==> config.mk <==
export PLATFORM = sky130hd
export DESIGN_NAME = countdown_timer
export DESIGN_NICKNAME = d
export VERILOG_FILES = /design/src/rtl/countdown_timer.sv
export SDC_FILE = /design/constraint.sdc
export NUM_CORES = 1
export LEC_CHECK = 0
export ABC_AREA = 1
export BUFFER_PORTS_ARGS = -buffer_cell sky130_fd_sc_hd__buf_2
export CAP_MARGIN = 0
export CORE_ASPECT_RATIO = 1.4
export CORE_UTILIZATION = 53
export DETAILED_ROUTE_END_ITERATION = 10
export PLACE_DENSITY = 0.76
export SLEW_MARGIN = 20
export SYNTH_ARGS = -nofsm -noshare
export SYNTH_HDL_FRONTEND = slang
export SYNTH_SLANG_ARGS = --single-unit
==> constraint.sdc <==
create_clock -name clk -period 1.5 [get_ports clk]
set_input_delay 0.3 -clock clk [delete_from_list [all_inputs] [get_ports clk]]
set_output_delay 0.3 -clock clk [all_outputs]
set_load 0.1 [all_outputs]
==> src/rtl/countdown_timer.sv <==
// Loadable down-counter with terminal-count done pulse
// and optional auto-reload for periodic ticks.
module countdown_timer #(
  parameter int WIDTH = 8
) (
  input  logic             clk,
  input  logic             reset,
  input  logic             clear,
  input  logic             load,
  input  logic [WIDTH-1:0] load_value,
  input  logic             enable,
  input  logic             auto_reload,
  output logic [WIDTH-1:0] count,
  output logic             zero,
  output logic             busy,
  output logic             done
);

  typedef enum logic {
    IDLE = 1'b0,
    RUN  = 1'b1
  } state_t;

  state_t           state_q;
  state_t           state_d;
  logic [WIDTH-1:0] count_q;
  logic [WIDTH-1:0] count_d;
  logic [WIDTH-1:0] reload_q;
  logic [WIDTH-1:0] reload_d;
  logic             done_q;
  logic             done_d;

  logic             do_load;
  logic             tick;
  logic             at_term;
  logic             tick_term;
  logic             tick_dec;

  // Mutually exclusive action selects: clear > load > decrement.
  assign do_load   = load & ~clear;
  assign tick      = (state_q == RUN) & enable
                   & ~clear & ~load;
  assign at_term   = (count_q == WIDTH'(1));
  assign tick_term = tick & at_term;
  assign tick_dec  = tick & ~at_term;

  always_ff @(posedge clk or negedge reset) begin
    if (!reset) begin
      state_q  <= IDLE;
      count_q  <= '0;
      reload_q <= '0;
      done_q   <= 1'b0;
    end else begin
      state_q  <= state_d;
      count_q  <= count_d;
      reload_q <= reload_d;
      done_q   <= done_d;
    end
  end

  always_comb begin
    state_d  = state_q;
    count_d  = count_q;
    reload_d = reload_q;
    done_d   = 1'b0;
    unique case (1'b1)
      clear: begin
        count_d = '0;
        state_d = IDLE;
      end
      do_load: begin
        count_d  = load_value;
        reload_d = load_value;
        state_d  = (load_value != '0) ? RUN : IDLE;
      end
      tick_term: begin
        done_d = 1'b1;
        if (auto_reload) begin
          count_d = reload_q;
        end else begin
          count_d = '0;
          state_d = IDLE;
        end
      end
      tick_dec: begin
        count_d = count_q - WIDTH'(1);
      end
      default: begin
      end
    endcase
  end

  assign count = count_q;
  assign zero  = (count_q == '0);
  assign busy  = (state_q == RUN);
  assign done  = done_q;

endmodule

==> flow_summary_export.csv <==
group,metric,value,unit
run_status,status,"finished, violations left",
run_status,failing_checks,"negative setup slack",
placed_design,finalWeightedCongestion,0.8049,
sta,worst_slew_pin_slew,483.3,ps
worst_setup_path,critical_path_source_type,"register",
clock_network,clk_pin_slew,100,ps
worst_setup_path,path_cells,"inv_4 -> ha_4 -> nand2_4 -> nor2_4 -> buf_12",
worst_setup_path,timing.critical_path.required,1200,ps
clock_network,max_root_sink_buffers,2,
run,max_cap_violations,0,
sta,maxClockFrequency,0.6033,GHz
detailed_routing,drt-pass1-iter-count,5,
clock_network,cts-buffers-inserted,3,
worst_setup_path,reg2reg_slack,80,ps
global_routing,antenna_found_initial,0,
synth,yosysSeqAreaShare,39.22,%
global_routing,first_global_vias,1008,
sta,finalSetupTns,-157.4,ps
worst_setup_path,path_buf_inv,2,
sta,worst_slew_margin_rel,68.00,%
sta,finalHoldWorstSlack,245.4,ps
detailed_routing,drt_drc_violations_left,0,
cells_and_area,num_antenna_cells,0,
min_path,hold_path.startpoint,"load_value[6]",
placed_design,cell_count_post_placement,191,
worst_setup_path,crit-reg2reg-capture,"count[7]",
sta,finalHoldViolCount,0,
min_path,whs_endpoint,"reload_q[6]",
cells_and_area,area_delta_synth_final,32.57,%
sta,timing.final.setup_violations,1,
detailed_routing,wl,2571,um
clock_network,cts.htree.levels,1,
power_and_ir_drop,cellPowerDensity,900.1,nW/um2
power_and_ir_drop,p_comb_share,39.2,%
power_and_ir_drop,power.share.clock,18.8,%
detailed_routing,drtIter0Drc,45,
synth,synth_area,1149,um2
synth,post_synth_arst_share,100.0,%
floorplan,overall_die_area,2360,um2
global_routing,grt_first_pass_wirelength,4105,um
worst_setup_path,timing.critical_path.fanout_max,3,
synth,postSynthRegisterBits,18,
cells_and_area,drive_gt1_share,38.80,%
global_routing,grt_start_max_net_pins,19,
clock_network,tritoncts_sinks,18,
sta,timing.final.ws_setup,-157.4,ps
synth,number_of_distinct_standard_cells_referenced_by_the_synthesized_netlist,20,
min_path,hold_class,"primary input to register",
detailed_routing,route.detailed.wl_per_inst,12.60,um
worst_setup_path,worst-endpoint-arrival,1360,ps
power_and_ir_drop,switching_share,40.59,%
floorplan,floorplan.die.height,57.08,um
worst_setup_path,critPathKind,"register to primary output",
sta,clock_skew,8.462,ps
worst_setup_path,slowest_stage,"dfrtp_4",
power_and_ir_drop,seq_power_share,42.0,%
cells_and_area,post_layout_nonfiller_instances,204,
sta,min_period_over_period,110.5,%
floorplan,ioPinCount,25,
worst_setup_path,crit-reg2reg-launch,"count[4]",
global_routing,overall_track_demand_over_capacity_in_global_routing,25.32,%
worst_setup_path,timing.critical_path.to_type,"primary output",
worst_setup_path,critical-path-max-stage-delay,500,ps
floorplan,floorplan.initialDensity,57.52,%
min_path,min_path_cells,3,
placed_design,dp_hpwl,1925,um
synth,count_of_mapped_cells_out_of_synthesis,147,
detailed_routing,vias,1075,
clock_network,cts.root.buffer_cell,"clkbuf_4",
global_routing,global_route.overflow_total,0,
detailed_routing,vias_cell,5.270,
placed_design,numPortBuffers,24,
synth,ys.warnings.count,0,
sta,final_period_minus_worst_setup_slack,1657,ps
synth,syn-num-nets,163,
sta,rsz_0062_raised_after_global_routing,"true",
power_and_ir_drop,irDropWorstVdd,0.7433,mV
floorplan,placement_rows,19,
power_and_ir_drop,power_leakage,0.7710,nW
detailed_routing,antenna_violating_nets_post_route,0,
worst_setup_path,reg2reg_depth,6,
synth,synth-main-ff-cell,"dfrtp_1",
synth,postSynthAreaPerCell,7.814,um2
clock_network,worstSkewPairLatency,300,ps
synth,synth_edf_count,0,
worst_setup_path,largest_delay_share_family_worst_path,"flip-flops",
sta,report.final.slew_viol_count,0,
clock_network,cts_tree,"yes",
floorplan,core_box_area,1997,um2
cells_and_area,nNetsFinal,200,
power_and_ir_drop,power.switching,0.0005564,W
power_and_ir_drop,internal_power,0.0008142,W
floorplan,chipWidth,41.35,um
registers in the layout (all words and copies together), names as in the netlist:
register,cells
count,8
reload_q,8
busy,1
done,1
power groups by stage:
stage	sequential (W)	combinational [W]	clock, W
after global routing	0.000582	0.000578	0.000288
final	0.000576	0.000537	0.000258
after floorplan	0.000718	0.000236	0
after global placement	0.000587	0.000471	0
after CTS	0.000576	0.000525	0.000263
after detailed placement	0.000589	0.000477	0
worst max path at each step:
stage          startpoint    to  slack [ps]  depth (start not counted)
2_1_floorplan    count[0]  zero        -240                          4
6_report         count[1]  zero        -160                          5
3_5_place_dp     count[4]  zero          90                          4
4_1_cts          count[0]  zero        -170                          5
3_3_place_gp     count[0]  zero         110                          5
5_1_grt          count[3]  zero        -220                          4
synth_stat cells (2+ instances only):
| master | count | share of area, % |
|---|---|---|
| nand2_1 | 54 | 18 |
| dfrtp_1 | 18 | 39 |
| inv_1 | 12 | 3.9 |
| nor2_1 | 11 | 3.6 |
| nand4_1 | 9 | 4.9 |
| o21ai_0 | 9 | 3.9 |
| nand3_2 | 7 | 6.1 |
| nand3b_1 | 7 | 4.6 |
| nand3_1 | 3 | 1.3 |
| nor2_4 | 3 | 2.9 |
| ha_1 | 2 | 2.2 |
| inv_2 | 2 | 0.65 |
| nand2_4 | 2 | 2.0 |
| nor2_8 | 2 | 3.5 |
through the flow:
stage / util (%) / area [um2] / setup WS, ps / power [W]
after floorplan: - / 1210 / -244.0 / 0.0009540
after global placement: 68.30 / 1364 / 107.0 / 0.001059
after detailed placement: 68.30 / 1364 / 85.67 / 0.001066
after CTS: 74.62 / 1490 / -165.0 / 0.001363
after global routing: 76.25 / 1523 / -220.8 / 0.001448
final: 76.25 / 1523 / -157.4 / 0.001371
final cells by class:
class                           instances  area [um2]
Tap cell                               21       26.28
Timing Repair Buffer                   34       247.7
Fill cell                             155       474.2
Sequential cell                        18       476.7
Multi-Input combinational cell        113       685.7
Inverter                               14       60.06
Clock buffer                            4       26.28
layer usage:
metal | vias up | part of all wire, % | global-route usage [%]
li1 | 547 | - | -
met1 | 499 | 42 | 28.05
met2 | 24 | 54 | 44.42
met3 | 5 | 2.1 | 3.502
met4 | 0 | 2.1 | 11.06
met5 | - | 0 | 0
logic make-up (layout without fill, tap and decap cells):
logic type               after synthesis  after routing  share of synthesized area [%]
buffers and inverters                 16             52                          5.882
XOR/XNOR                               1              1                         0.7627
AND/OR/NAND/NOR                      100            100                          47.60
AO/OA/AOI/OAI                         10             10                          4.357
flip-flops                            18             18                          39.22
adder cells (fa/ha/maj)                2              2                          2.178
worst min-delay path: stages:
cell and delay, ps:
buf_2 90, nand2_1 70, nand2_1 70
layout by cell type, fill, tap and decap left out:
cell           netlist  layout
inv_4                0       1
nand2_1             54      53
nand4_1              9       9
dfrtp_1             18       9
dfrtp_2              0       3
dlygate4sd3_1        0       1
inv_2                2       2
nand3_2              7       7
nor2_4               3       6
clkbuf_1             1       1
nand3b_1             7       7
nand2_4              2       3
nor2_8               2       2
xor2_1               1       1
nand3_1              3       3
inv_1               12      10
o21ai_1              1       2
clkbuf_4             0       5
buf_2                0      15
o21ai_0              9       8
clkinv_4             0       1
dfrtp_4              0       6
buf_12               0       1
buf_6                1       4
nor2_1              11       8
buf_4                0      11
nor2_2               1       1
nand2_2              1       1
ha_4                 0       2
what timing repair did:
action	4_1_cts	5_1_grt
cloned	0	0
setup buffers	8	0
setup endpoints to repair	3	11
endpoints found under the hold margin	18	0
pin swaps	1	7
hold buffers	1	0
gates resized for setup	10	10
Power figures use the tool's default switching activity.
